===== src/rtl/mult_arb_pkg.sv =====
// -----------------------------------------------------------------------------
// mult_arb_pkg
// Shared types and constants for the multiplier-sharing arbiter.
//   OP_W / RES_W : operand and product widths of the 4x4 shift-add core
//   MAX_REQ      : largest supported requester count
//   arb_state_t  : controller state encoding (BYPASS is only reachable when
//                  the design is built with MULT_ARB_BYPASS_ZERO_EN)
//   onehot_to_idx: binary index of a one-hot vector (0 for an all-zero vector)
// -----------------------------------------------------------------------------
package mult_arb_pkg;

    localparam int OP_W    = 4;
    localparam int RES_W   = 8;
    localparam int MAX_REQ = 8;
    localparam int IDX_W   = $clog2(MAX_REQ);

    typedef enum logic [2:0] {
        IDLE    = 3'd0,
        LOAD    = 3'd1,
        START   = 3'd2,
        WAIT    = 3'd3,
        RELEASE = 3'd4,
        DRAIN   = 3'd5,
        BYPASS  = 3'd6
    } arb_state_t;

    // OR-reduction of the set bit positions; exact for one-hot input.
    function automatic logic [IDX_W-1:0] onehot_to_idx(input logic [MAX_REQ-1:0] oh);
        logic [IDX_W-1:0] idx;
        idx = '0;
        for (int i = 0; i < MAX_REQ; i++) begin
            if (oh[i]) begin
                idx = idx | IDX_W'(i);
            end
        end
        return idx;
    endfunction

endpackage


===== src/rtl/rr_arbiter.sv =====
// -----------------------------------------------------------------------------
// rr_arbiter
// Combinational round-robin pick. The search starts at index ptr and wraps
// around; the first requester found wins.
//   NUM_REQ : number of requesters (2..8)
//   PTR_W   : width of the pointer input
//   req     : request vector
//   ptr     : index where the search starts (must be < NUM_REQ)
//   grant   : one-hot winner, all-zero when req is zero
// -----------------------------------------------------------------------------
module rr_arbiter #(
    parameter int NUM_REQ = 4,
    parameter int PTR_W   = (NUM_REQ > 1) ? $clog2(NUM_REQ) : 1
) (
    input  logic [NUM_REQ-1:0] req,
    input  logic [PTR_W-1:0]   ptr,
    output logic [NUM_REQ-1:0] grant
);

    // cand_idx[gi] is the requester examined at search position gi,
    // i.e. (ptr + gi) mod NUM_REQ. ptr < NUM_REQ so one subtraction suffices.
    logic [PTR_W-1:0]   cand_idx [NUM_REQ];
    logic [NUM_REQ-1:0] cand_req;

    for (genvar gi = 0; gi < NUM_REQ; gi++) begin : g_cand
        logic [PTR_W:0] sum;
        assign sum          = {1'b0, ptr} + (PTR_W+1)'(gi);
        assign cand_idx[gi] = (sum >= (PTR_W+1)'(NUM_REQ)) ?
                              PTR_W'(sum - (PTR_W+1)'(NUM_REQ)) : PTR_W'(sum);
        assign cand_req[gi] = req[cand_idx[gi]];
    end

    always_comb begin
        logic found;
        grant = '0;
        found = 1'b0;
        for (int i = 0; i < NUM_REQ; i++) begin
            if (!found && cand_req[i]) begin
                grant[cand_idx[i]] = 1'b1;
                found              = 1'b1;
            end
        end
    end

endmodule


===== src/rtl/mult_arbiter.sv =====
// -----------------------------------------------------------------------------
// mult_arbiter
// Shares one 4x4 shift-add multiplier core among NUM_REQ requesters. One owner
// at a time is granted round-robin; the controller drives the core's load and
// start handshake, waits for done, hands the 8-bit product back with a
// one-cycle o_valid, and waits for the core's done to drop before the next
// grant so a stale done cannot end the next multiply early.
//
// Build option: MULT_ARB_BYPASS_ZERO_EN -- when defined, a winner with a zero
// operand is answered directly (o_p=0, o_valid one cycle after the grant
// decision) without touching the core. Undefined: zero operands use the core.
//
// Ports
//   i_clk, i_rst      clock, synchronous active-high reset
//   i_req             per-requester request level
//   i_a, i_b          packed 4-bit operands, requester k at [4k+3:4k]
//   o_grant           one-hot current owner, 0 when idle
//   o_valid           one-cycle result strobe to the owner
//   o_p               product, valid while o_valid is non-zero
//   o_busy            high in every state except IDLE
//   o_mul_load/start  core handshake
//   o_mul_a/b         operands to the core, stable from LOAD to next grant
//   i_mul_done/p      core done flag and product
// -----------------------------------------------------------------------------
module mult_arbiter
    import mult_arb_pkg::*;
#(
    parameter int NUM_REQ = 4
) (
    input  logic                    i_clk,
    input  logic                    i_rst,
    input  logic [NUM_REQ-1:0]      i_req,
    input  logic [OP_W*NUM_REQ-1:0] i_a,
    input  logic [OP_W*NUM_REQ-1:0] i_b,
    output logic [NUM_REQ-1:0]      o_grant,
    output logic [NUM_REQ-1:0]      o_valid,
    output logic [RES_W-1:0]        o_p,
    output logic                    o_busy,
    output logic                    o_mul_load,
    output logic                    o_mul_start,
    output logic [OP_W-1:0]         o_mul_a,
    output logic [OP_W-1:0]         o_mul_b,
    input  logic                    i_mul_done,
    input  logic [RES_W-1:0]        i_mul_p
);

    localparam int PTR_W = (NUM_REQ > 1) ? $clog2(NUM_REQ) : 1;

    arb_state_t         state_reg, state_next;
    logic [PTR_W-1:0]   ptr_reg;
    logic [NUM_REQ-1:0] grant_reg;
    logic [OP_W-1:0]    a_reg, b_reg;
    logic [RES_W-1:0]   p_reg;

    logic               any_req;
    logic [NUM_REQ-1:0] win_grant;
    logic [OP_W-1:0]    win_a, win_b;
    logic [IDX_W-1:0]   win_idx;
    logic [PTR_W-1:0]   ptr_after_win;

    // ------------------------------------------------------------------
    // Winner selection and its operands
    // ------------------------------------------------------------------
    assign any_req = |i_req;

    rr_arbiter #(
        .NUM_REQ (NUM_REQ),
        .PTR_W   (PTR_W)
    ) u_rr (
        .req   (i_req),
        .ptr   (ptr_reg),
        .grant (win_grant)
    );

    // AND-OR mux keyed by the one-hot grant avoids a binary decode step.
    logic [OP_W-1:0] a_sel [NUM_REQ];
    logic [OP_W-1:0] b_sel [NUM_REQ];

    for (genvar gi = 0; gi < NUM_REQ; gi++) begin : g_opsel
        assign a_sel[gi] = win_grant[gi] ? i_a[gi*OP_W +: OP_W] : '0;
        assign b_sel[gi] = win_grant[gi] ? i_b[gi*OP_W +: OP_W] : '0;
    end

    always_comb begin
        win_a = '0;
        win_b = '0;
        for (int i = 0; i < NUM_REQ; i++) begin
            win_a = win_a | a_sel[i];
            win_b = win_b | b_sel[i];
        end
    end

    // Pointer moves to winner+1 so the winner becomes lowest priority.
    assign win_idx       = onehot_to_idx(MAX_REQ'(win_grant));
    assign ptr_after_win = (win_idx == IDX_W'(NUM_REQ - 1)) ? '0
                                                            : PTR_W'(win_idx + IDX_W'(1));

`ifdef MULT_ARB_BYPASS_ZERO_EN
    logic win_zero;
    assign win_zero = (win_a == '0) || (win_b == '0);
`endif

    // ------------------------------------------------------------------
    // Controller state register
    // ------------------------------------------------------------------
    always_ff @(posedge i_clk) begin
        if (i_rst) begin
            state_reg <= IDLE;
        end else begin
            state_reg <= state_next;
        end
    end

    // ------------------------------------------------------------------
    // Next state and state-decoded outputs
    // ------------------------------------------------------------------
    always_comb begin
        state_next  = state_reg;
        o_mul_load  = 1'b0;
        o_mul_start = 1'b0;
        o_valid     = '0;
        o_busy      = (state_reg != IDLE);

        case (state_reg)
            IDLE: begin
                if (any_req) begin
`ifdef MULT_ARB_BYPASS_ZERO_EN
                    state_next = win_zero ? BYPASS : LOAD;
`else
                    state_next = LOAD;
`endif
                end
            end
            LOAD: begin
                o_mul_load = 1'b1;
                state_next = START;
            end
            START: begin
                o_mul_start = 1'b1;
                state_next  = WAIT;
            end
            WAIT: begin
                if (i_mul_done) begin
                    state_next = RELEASE;
                end
            end
            RELEASE: begin
                // Start pulse here is the core's acknowledge of the result;
                // its done then drops, which DRAIN waits for.
                o_mul_start = 1'b1;
                o_valid     = grant_reg;
                state_next  = DRAIN;
            end
            DRAIN: begin
                if (!i_mul_done) begin
                    state_next = IDLE;
                end
            end
            BYPASS: begin
                o_valid    = grant_reg;
                state_next = IDLE;
            end
            default: begin
                state_next = IDLE;
            end
        endcase
    end

    // ------------------------------------------------------------------
    // Grant, operand, pointer and result registers
    // ------------------------------------------------------------------
    always_ff @(posedge i_clk) begin
        if (i_rst) begin
            ptr_reg   <= '0;
            grant_reg <= '0;
            a_reg     <= '0;
            b_reg     <= '0;
            p_reg     <= '0;
        end else begin
            case (state_reg)
                IDLE: begin
                    if (any_req) begin
                        grant_reg <= win_grant;
                        a_reg     <= win_a;
                        b_reg     <= win_b;
                        ptr_reg   <= ptr_after_win;
`ifdef MULT_ARB_BYPASS_ZERO_EN
                        if (win_zero) begin
                            p_reg <= '0;
                        end
`endif
                    end
                end
                WAIT: begin
                    if (i_mul_done) begin
                        p_reg <= i_mul_p;
                    end
                end
                RELEASE, BYPASS: begin
                    grant_reg <= '0;
                end
                default: begin
                end
            endcase
        end
    end

    assign o_grant = grant_reg;
    assign o_p     = p_reg;
    assign o_mul_a = a_reg;
    assign o_mul_b = b_reg;

endmodule


===== config.mk =====
export PLATFORM = sky130hd
export DESIGN_NAME = mult_arbiter
export DESIGN_NICKNAME = d
export VERILOG_FILES = /design/src/rtl/mult_arb_pkg.sv /design/src/rtl/rr_arbiter.sv /design/src/rtl/mult_arbiter.sv
export SDC_FILE = /design/constraint.sdc
export NUM_CORES = 1
export LEC_CHECK = 0
export CORE_MARGIN = 2
export CORE_UTILIZATION = 44
export CTS_CLUSTER_DIAMETER = 60
export DETAILED_ROUTE_END_ITERATION = 6
export PLACE_DENSITY_LB_ADDON = 0.15
export SYNTH_ARGS = -nofsm -noshare
export SYNTH_HDL_FRONTEND = slang
export SYNTH_SLANG_ARGS = --single-unit

===== constraint.sdc =====
create_clock -name i_clk -period 7.6 [get_ports i_clk]
set_input_delay 1.52 -clock i_clk [delete_from_list [all_inputs] [get_ports i_clk]]
set_output_delay 1.52 -clock i_clk [all_outputs]
set_load 0.005 [all_outputs]

# Yosys cells after proc, flatten, opt, wreduce, memory -nomap -nowiden
# Index checks and enable logic that the tools add are counted.
# totals
register_bits	25
inputBits	47
output_inout_bits	27
# classes
n_lt_le_gt_ge	12
bitwise	9
add_sub_neg	8
n_reduce_logical	20
mux	48
n_eq_ne	10
# op_table
op	count
$mux 4	14
$or 4x4->4	9
$pmux 3 s6	1
$mux 1	14
$mux 2	7
$lt 2x3->1 const B	4
$eq 3x2->1 const B	3
$eq 3x3->1 const B	3
$ge 3x3->1 const B	3
$mux 3	3
$bmux 1 s2	4
$demux 1 s2	4
$ge 2x1->1 const B	4
$pmux 4 s2	1
$sub 2x1->2 const B	4
$logic_and 1x1->1	7
$add 2x2->3 const B	2
$ne 2x2->1 const B	3
$reduce_and 2->1	3
$reduce_or 2->1	2
$reduce_or 4->1	1
$add 2x1->3 const B	1
$eq 3x1->1 const B	1
$ge 2x3->1 const B	1
6 further kinds	8

# Logic depth before layout (Yosys ltp)
# logic_depth
depth_word	19
mapped_depth	9

# By module
# From an unflattened synthesis, not the netlist that was laid out.
# unflattened
hier_cells	170
hier_area_um2	1485.2
# modules_own_cells
mod	cells_per_inst	area_each_um2	n_inst	seq_area_each_um2
mult_arbiter	140	1182.4	1	500.5
rr_arbiter	30	302.8	1	0.0

# Least setup slack after synthesis
# No wires, ideal clock.
# synth_path
path_kind	input -> register
startpoint	input port i_req[3]
endpoint	register a_reg[0] (netlist: o_mul_a[0])
setup_slack_ns	4.407
cell_stages	6
arrival_ns	3.102
path_cell_list	mux4_1 nand3b_1 o31ai_1 clkbuf_1 o21ai_0 a311oi_1
# synth_via
elab_chain_cells	16
# synth_lines
element	line_no	source
from (decl)	mult_arbiter.sv:32	input logic [NUM_REQ-1:0] i_req,
$bmux 1 s2	rr_arbiter.sv:30	assign cand_req[gi] = req[cand_idx[gi]];
$mux 1 (implied by the code)	rr_arbiter.sv:30	
$mux 1	rr_arbiter.sv:38	if (!found && cand_req[i]) begin
$logic_not 1->1	rr_arbiter.sv:38	
$logic_and 1x1->1	rr_arbiter.sv:38	
$mux 1	rr_arbiter.sv:38	
$logic_not 1->1	rr_arbiter.sv:38	
$logic_and 1x1->1	rr_arbiter.sv:38	
$mux 1	rr_arbiter.sv:38	
$logic_not 1->1	rr_arbiter.sv:38	
$logic_and 1x1->1	rr_arbiter.sv:38	
$mux 4	rr_arbiter.sv:38	
$mux 4	mult_arbiter.sv:80	assign a_sel[gi] = win_grant[gi] ? i_a[gi*OP_W +: OP_W] : '0;
$or 4x4->4 (3 in a row)	mult_arbiter.sv:88	win_a = win_a | a_sel[i];
to (signal assigned)	mult_arbiter.sv:184	a_reg <= win_a;
to (decl)	mult_arbiter.sv:52	logic [OP_W-1:0] a_reg, b_reg;
# Parallel ways exist; a longest one is shown, timed or not. The select of a mux whose other input is x is not followed.
# A chain may end at the register's enable or synchronous reset.

# Final worst setup path
# layout_path
startpoint	input port i_req[3]
endpoint	register a_reg[1] (netlist: o_mul_a[1])
# Same word-level chain as after synthesis.

==> run metrics <==
Worst Path Required 7.83 ns; R2R Setup Slk 4.21 ns; width of the chip 63.6 um; sequential element share of the synthesized area 0.321; post-synth cell types 40; Syn Area/Cell 8.34 um^2; Final GP Congestion 0.738; Routed WL per cell 14.3 um; hold slack 0.463 ns; initial antenna violation count 0; FF+latch count, synth 25; commonest non-fill, non-tap cells in the layout 73 x clkdlybuf4s50_1, 26 x a21oi_1, 25 x dfxtp_1; Worst-path clk slew 0.15 ns; number of flops mapped to enable cells by yosys 0; CP Class input pin to register; HPWL after detailed placement 3110 um; Final Max Slew Viols 0; CTS H-Tree Depth 1; placed cell areas 2270 um^2; layout cells sized above 1 0.0403; Syn Inst Count 187; CP max FO 11; CTS Buffer Depth 2; status finished clean; Hold Crit Class register to register; overall power 0.000660 W; Slew HR 0.265; chip height 63.6 um; min Tclk post-route 3.96 ns; Antenna Nets Post-Route 0; area of the multi-input gates 968 um^2; final wirelength 4200 um; filler instances 320; first drt pass iteration count 4; Resized cells post-CTS 0; vias per inst 5.43; vias 1596; diode count 0; final std cells w/o fill 294; GRT Overall Usage 0.211; Synth warnings 0; max FFs per register 8; nets@finish 302; Top Ports 74; final setup violation count 0; number of global-route vias before repair 1439; Layout area overhead 47.3%; die area 4040 um^2; RSZ-0062 raised after global routing no; Least-Margin Pin Slew 1.09 ns; commonest non-fill, non-tap cell in the layout clkdlybuf4s50_1; maximum vdd drop 203 uV; critical path arrival 4.19 ns; total gr overflow 0; Pleak 0.795 nW; FFs w/ async S/R, synth 0; Final Hold Viols 0; CTS root buffer clkbuf_4; cts bufs inserted 3; clk_skew 0.00119 ns; post-synth net total 240; DRC violations left 0; Mapped Area 1560 um^2; clock sinks 25; global-route wire length before repair 6870 um; register area 500 um^2; Rows 21; CTS Hold Bufs 0; Final Instance Area 2300 um^2; dominant synthesized flop cell dfxtp_1; post-CTS setup repair buffer count 0; setup TNS 0 ns; MaxCap Viol Count 0; Initial Util 0.464; PD cells 287 nW/um^2; I/O Buffers 73; FMAX 0.253 GHz; CP Capture Type register; pin count of the biggest net entering global routing 27; CORE AREA 3360 um^2; fin crit share 0.521; initial drt markers 82; Cells after DPL 290; clk_lat worst skew 0.32 ns; CTS tree done; Worst setup SP type input pin
-- worst max-delay path, stage by stage --
cell and delay, ns:
clkdlybuf4s50_1 0.45, mux4_1 0.65, nand3b_1 0.21, o31ai_1 0.88, o21ai_0 0.17, a311oi_1 0.30
-- synth_stat cells, drive strengths merged (2+ instances only) --
master | instances | area [um^2]
a21oi | 26 | 130
dfxtp | 25 | 500
nand2 | 24 | 90.1
nor2 | 12 | 45.0
clkbuf | 11 | 41.3
o21ai | 9 | 45.0
a311oi | 7 | 61.3
a32oi | 7 | 61.3
nand3 | 7 | 35.0
nand3b | 7 | 52.6
ha | 6 | 75.1
and2 | 5 | 31.3
buf | 5 | 38.8
mux4 | 4 | 101
a211oi | 3 | 27.5
inv | 3 | 11.3
nor2b | 3 | 18.8
a211o | 2 | 17.5
nand2b | 2 | 12.5
nor3 | 2 | 10.0
nor3b | 2 | 15.0
o31ai | 2 | 15.0
or2 | 2 | 15.0
-- final cells by class --
type                       instances  area share
timing repair buffer              73       0.318
clock buffer                       3     0.00980
inverter                           3     0.00490
tap                               46      0.0250
clock inverter                     1     0.00327
multi-input combinational        143       0.421
sequential                        25       0.218
-- report_power, final --
| group | switching (W) | leakage, nW | internal [W] | total [W] |
|---|---|---|---|---|
| sequential | 0.0000304 | 0.205 | 0.000162 | 0.000193 |
| combinational | 0.000213 | 0.576 | 0.000191 | 0.000404 |
| clock | 0.0000434 | 0.0139 | 0.0000201 | 0.0000635 |
-- stage by stage --
| stage | setup slack [ns] | utilization |
|---|---|---|
| floorplan | 4.41 | - |
| finish | 3.64 | 0.683 |
| detailed placement | 3.28 | 0.674 |
| global route | 3.40 | 0.683 |
| global placement | 3.34 | 0.674 |
| CTS | 3.65 | 0.683 |
-- final timing paths --
kind | startpoint | endpoint | cells after the start
max | i_req[3] | o_mul_a[1] | 6
min | o_p[2] | o_p[2] | 2
max reg2reg | ptr_reg[0] | o_mul_a[1] | 7
min reg2reg | o_p[2] | o_p[2] | 2
-- logic make-up (layout without fill, tap and decap cells) --
group,count (synthesis),count (layout),share of synthesized area
AND/OR/NAND/NOR,69,69,0.222
AO/OA/AOI/OAI,63,63,0.280
flip-flops,25,25,0.321
buffers and inverters,19,80,0.0585
adder cells (fa/ha/maj),6,6,0.0481
multiplexers,4,4,0.0650
XOR/XNOR,1,1,0.00561
-- metal layers --
| metal | GRT usage | wire length, um | share of wire |
|---|---|---|---|
| met1 | 0.266 | 1830 | 0.44 |
| met2 | 0.376 | 2140 | 0.51 |
| met3 | 0.0393 | 204 | 0.049 |
| met4 | 0.0408 | 19 | 0.0045 |
| met5 | 0 | 0 | 0 |
Note: power is estimated with default switching activity, not from simulation.
